## src/rtl/sticky_flag_sched.sv

```systemverilog
// -----------------------------------------------------------------------------
// sticky_flag_sched
//
// Bank of N_FLAGS sticky event flags. Each flag is a registered set-until-
// cleared latch, so the bank powers up to a known state instead of the X that
// a combinational "out = out | in" feedback loop would produce. Pending flags
// (set but not yet reported) are offered one at a time on a valid/ready
// channel. The flag to offer is chosen round-robin, starting from the index
// just after the last accepted report. Flags are cleared by a masked clear
// request, and the request is acknowledged with a one-cycle pulse.
//
// Ports
//   clk        in   1        rising-edge clock
//   rst_n      in   1        asynchronous active-low reset
//   evt_in     in   N_FLAGS  event strobes, sampled on every clock edge
//   clr_req    in   1        clear request, held together with clr_mask
//                            until clr_ack
//   clr_mask   in   N_FLAGS  flags to clear
//   clr_ack    out  1        one-cycle pulse; the clear is applied on the
//                            edge that ends this cycle
//   flags      out  N_FLAGS  sticky flag state (registered)
//   overflow   out  N_FLAGS  an event arrived while its flag was already set
//                            (sticky)
//   any_flag   out  1        OR of all flags
//   rpt_valid  out  1        report offer valid
//   rpt_ready  in   1        consumer accepts the report
//   rpt_id     out  ID_W     index of the reported flag; stable while
//                            rpt_valid is high
// -----------------------------------------------------------------------------
module sticky_flag_sched #(
    parameter int N_FLAGS = 8,
    parameter int ID_W    = 3
) (
    input  logic               clk,
    input  logic               rst_n,
    input  logic [N_FLAGS-1:0] evt_in,
    input  logic               clr_req,
    input  logic [N_FLAGS-1:0] clr_mask,
    output logic               clr_ack,
    output logic [N_FLAGS-1:0] flags,
    output logic [N_FLAGS-1:0] overflow,
    output logic               any_flag,
    output logic               rpt_valid,
    input  logic               rpt_ready,
    output logic [ID_W-1:0]    rpt_id
);

    typedef enum logic [1:0] {
        IDLE  = 2'd0,
        OFFER = 2'd1,
        CLEAR = 2'd2
    } state_t;

    localparam logic [ID_W-1:0] LAST_ID = ID_W'(N_FLAGS - 1);

    state_t             state_q,    state_d;
    logic [N_FLAGS-1:0] flags_q,    flags_d;
    logic [N_FLAGS-1:0] overflow_q, overflow_d;
    logic [N_FLAGS-1:0] reported_q, reported_d;
    logic [ID_W-1:0]    ptr_q,      ptr_d;
    logic [ID_W-1:0]    rptId_q,    rptId_d;

    logic [N_FLAGS-1:0] pending;
    logic [N_FLAGS-1:0] clearMask;
    logic               found;
    logic [ID_W-1:0]    pickId;
    int                 idx;

    assign pending = flags_q & ~reported_q;

    // Round-robin search: walk the indices starting at ptr and wrapping at
    // N_FLAGS-1, and stop at the first pending flag. The wrap is done by a
    // subtraction rather than a power-of-two mask, so N_FLAGS need not be a
    // power of two.
    always_comb begin
        found  = 1'b0;
        pickId = '0;
        idx    = 0;
        for (int k = 0; k < N_FLAGS; k++) begin
            if (!found) begin
                idx = int'(ptr_q) + k;
                if (idx >= N_FLAGS) begin
                    idx = idx - N_FLAGS;
                end
                if (pending[idx[ID_W-1:0]]) begin
                    found  = 1'b1;
                    pickId = idx[ID_W-1:0];
                end
            end
        end
    end

    // Next-state logic. In IDLE a clear request beats a pending report. Once
    // an offer is made it is held, and clr_req is ignored, until the consumer
    // accepts it. On the CLEAR edge, an event on a flag that is also being
    // cleared wins: the flag stays set and its reported bit is dropped, so
    // the flag is offered again. The flag's overflow bit is still cleared.
    always_comb begin
        state_d    = state_q;
        rptId_d    = rptId_q;
        ptr_d      = ptr_q;
        reported_d = reported_q;
        clearMask  = '0;

        case (state_q)
            IDLE: begin
                if (clr_req) begin
                    state_d = CLEAR;
                end else if (found) begin
                    rptId_d = pickId;
                    state_d = OFFER;
                end
            end
            OFFER: begin
                if (rpt_ready) begin
                    reported_d[rptId_q] = 1'b1;
                    ptr_d   = (rptId_q == LAST_ID) ? '0 : rptId_q + 1'b1;
                    state_d = IDLE;
                end
            end
            CLEAR: begin
                clearMask = clr_mask;
                state_d   = IDLE;
            end
            default: begin
                state_d = IDLE;
            end
        endcase

        reported_d = reported_d & ~clearMask;
        flags_d    = (flags_q & ~clearMask) | evt_in;
        overflow_d = (overflow_q | (evt_in & flags_q)) & ~clearMask;
    end

    // State and flag registers. Every output comes straight from one of
    // these registers, so asserting reset forces all outputs low at once,
    // without waiting for a clock edge.
    always_ff @(posedge clk or negedge rst_n) begin
        if (!rst_n) begin
            state_q    <= IDLE;
            flags_q    <= '0;
            overflow_q <= '0;
            reported_q <= '0;
            ptr_q      <= '0;
            rptId_q    <= '0;
        end else begin
            state_q    <= state_d;
            flags_q    <= flags_d;
            overflow_q <= overflow_d;
            reported_q <= reported_d;
            ptr_q      <= ptr_d;
            rptId_q    <= rptId_d;
        end
    end

    assign flags     = flags_q;
    assign overflow  = overflow_q;
    assign any_flag  = |flags_q;
    assign rpt_valid = (state_q == OFFER);
    assign clr_ack   = (state_q == CLEAR);
    assign rpt_id    = rptId_q;

endmodule

```

## config.mk

```make
export PLATFORM = sky130hd
export DESIGN_NAME = sticky_flag_sched
export DESIGN_NICKNAME = d
export VERILOG_FILES = /design/src/rtl/sticky_flag_sched.sv
export SDC_FILE = /design/constraint.sdc
export NUM_CORES = 1
export LEC_CHECK = 0
export ABC_AREA = 0
export BUFFER_PORTS_ARGS = -buffer_cell sky130_fd_sc_hd__buf_4
export CAP_MARGIN = 15
export CORE_UTILIZATION = 48
export DETAILED_ROUTE_END_ITERATION = 12
export HOLD_SLACK_MARGIN = 0.03
export PLACE_DENSITY = 0.71
export SLEW_MARGIN = 20
export SYNTH_ARGS = -nofsm -noshare
export SYNTH_HDL_FRONTEND = slang
export SYNTH_SLANG_ARGS = --single-unit
export TNS_END_PERCENT = 30
```

## constraint.sdc

```tcl
create_clock -name clk -period 7 [get_ports clk]
set_input_delay 0 -clock clk [delete_from_list [all_inputs] [get_ports clk]]
set_output_delay 0 -clock clk [all_outputs]
set_load 0.01 [all_outputs]
```

==> run metrics <==
routed vias=2,030; post_cts resized=0; register area share after synthesis=36.0%; number of cells on the critical path=7; H-tree Lvls=2; Seq. cell area=801 µm²; WL met2=2810 µm; TritonCTS clock tree=yes; mean post-synth cell area=9.79 µm²; grt total ovfl=0; sequential share of power=26.2%; placed instance count=312; synth warn=0; Crit Path Category=reg -> reg; vias in the first global route=1,971; Final Cycle Share=46.4%; Bufs on Longest Clock Path=2; total CTS buffers=5; worst path required time=7.17 ns; antenna fix cells=0; Final Non-Filler Cells=343; Initial Util=50.4%; ys flop type=dfrtp_1; Cell Rows=24; leading area contributor after synthesis=dfrtp_1; initial antenna violation count=0; Worst Setup EP=rpt_id[1]; Setup Skew=0.00825 ns; Switching Share=46.7%; layout cell share with drive strength beyond 1=21.6%; Buf+Inv Stages, Crit Path=1; first-pass GRT wire length=9610 µm; num ports=42; Synth top area share=36.0%; Clk pwr share=11.9%; largest net degree at the start of global routing=33; fin crit period=3.24 ns; Clk pin slew, worst setup/hold paths=0.07 ns; worst setup path start=ptr_q[0]; setup TNS=0 ns; Int Pwr=0.000655 W; multi-input gate area in the final layout=1340 µm²; Final Hold Viols=0; Setup-failing EPs final=0; leading cell type in the layout, fill and taps excluded=buf_4; CTS root buf=clkbuf_8; Critical Path Start Type=register; clock latency at the later pin of the worst-skew pair=0.29 ns; R2R setup slack=3.76 ns; Syn-to-layout area delta=28.9%; RSZ-0062 raised after global routing=no; FF-to-FF path depth=7; Slew HR=47.9%; critical path fanouts, max=17; Die Footprint=4910 µm²; Fmax achieved=308 MHz; Gate Count Post-Synth=227; combinational power share=61.9%; status=finished clean; top layer in use=met4; most frequent cells in the layout=buf_4, a21oi_1, dfrtp_1, dlygate4sd3_1, nand2_1; post-route ant nets=0; Worst EP arrival=3.41 ns; CP max stage cell=dfrtp_1; final wirelength=5640 µm; HPWL after detailed placement=3900 µm; Slew @ Worst Pin=0.775 ns; CP Cell Sequence=inv_4 > ha_1 > mux4_2 > a211o_1 > or4b_1 > mux2i_1 > a31oi_1; Static Leak=1.17 nW; CORE AREA=4410 µm²; first drt pass iteration count=4; Seq cells post-synth=32; gpl congestion=0.871; Max Cap Violations=0; Metal-1 WL=2510 µm; Detailed Route Iter0 Violations=123; CTS Hold Bufs=23; Final nets=314; Setup Fix Bufs, Post-CTS=0; die width=70.1 µm; slowest stage delay, CP=0.79 ns; Crit Reg-Reg Startpoint=ptr_q[0]; DR WL met3=228 µm; largest cells by area after synthesis=dfrtp_1, a21oi_1, mux4_1; Psw=0.000574 W; syn nets=251; DRC Markers=0; drt wl/cell=16.4 µm; Via density=5.92; Synth cell types=49; I/O Buffers=41; critical path capture point type=register; Top Family by Delay on Critical Path=flip-flops; All-Layer GR Usage=24.7%; clk sink count=32; Cell Pwr Density=429 nW/µm²; peak supply drop=0.222 mV; reg2reg end=rpt_id[1]; Slew Viols, Final=0; number of synthesized flops with an enable pin=0; Fill cells=326; Post-Syn Area=2220 µm²; Async SR Flop Fraction=100%; Die Ht=70.1 µm; worst min-delay path class=in -> async
## cells in the mapped netlist, types with 6 or more instances
cell type and number:
nor2_1 12, o21ai_0 6, o31ai_1 7, nand2b_1 8
mux2i_1 13, a21oi_1 36, dfrtp_1 32, a21o_1 8
nor2b_1 13, nand2_1 19
## stage by stage
stage                     power (W)  instance area (µm²)  hold slack [ns]  utilization, %  setup WS, ns
after floorplan            0.000888                 2220           -0.296               -          4.34
after global placement      0.00106                 2540          -0.0419            57.6          3.80
after detailed placement    0.00106                 2540          -0.0403            57.6          3.75
after CTS                   0.00122                 2870            0.183            64.9          3.74
after global routing        0.00132                 2870            0.215            64.9          3.57
final                       0.00123                 2870            0.194            64.9          3.76
## power by group through the flow
stage	clock network [W]	registers [W]	logic (W)
5_1_grt	0.000159	0.000333	0.000830
4_1_cts	0.000150	0.000320	0.000750
6_report	0.000146	0.000322	0.000761
3_3_place_gp	0	0.000323	0.000734
2_1_floorplan	0	0.000281	0.000607
3_5_place_dp	0	0.000324	0.000737
## worst min-delay path by stage
stage                     startpoint           to  slack (ns)  cells after the start
after global placement         rst_n     flags[0]       -0.04                      1
final                          rst_n     flags[0]        0.19                      2
after CTS                      rst_n  overflow[1]        0.18                      2
after global routing           rst_n  overflow[1]        0.21                      2
after detailed placement       rst_n     flags[0]       -0.04                      1
after floorplan                rst_n     flags[0]       -0.30                      0
## routing by layer
| metal | track usage (%) | vias to the layer above |
|---|---|---|
| met5 | 0 | - |
| met4 | 8.67 | 0 |
| met3 | 4.47 | 7 |
| met2 | 39.9 | 59 |
| met1 | 33.4 | 978 |
| li1 | - | 986 |
## final cells by class
cell class	count	area share, %
clock buffer	5	2.40
clock inverter	3	0.830
inverter	4	0.611
multi-input combinational	182	46.9
sequential	32	27.9
tap	52	2.27
timing repair buffer	65	19.0
## flip-flops by register name, summed over array words and instances, names as in the netlist
| signal | cells |
|---|---|
| flags | 8 |
| overflow | 8 |
| ptr_q | 3 |
| reported_q | 8 |
| rpt_id | 3 |
| state_q | 2 |
## worst register-to-register path, cell delays in order, from the launching register on
cell and delay [ns]:
dfrtp_1 0.79, inv_4 0.17, ha_1 0.55, mux4_2 0.56, a211o_1 0.35, or4b_1 0.51, mux2i_1 0.15, a31oi_1 0.06
## cell families after synthesis
kind of cell | after synthesis | synth area share [%]
adders and majority gates | 4 | 2.25
xor gates and xnor gates | 3 | 1.18
DFF | 32 | 36.0
AOI/OAI and AO/OA | 76 | 21.1
muxes | 26 | 18.3
and+or+nand+nor | 73 | 17.6
buffers and inverters | 13 | 3.55
Power figures use the tool's default switching activity.
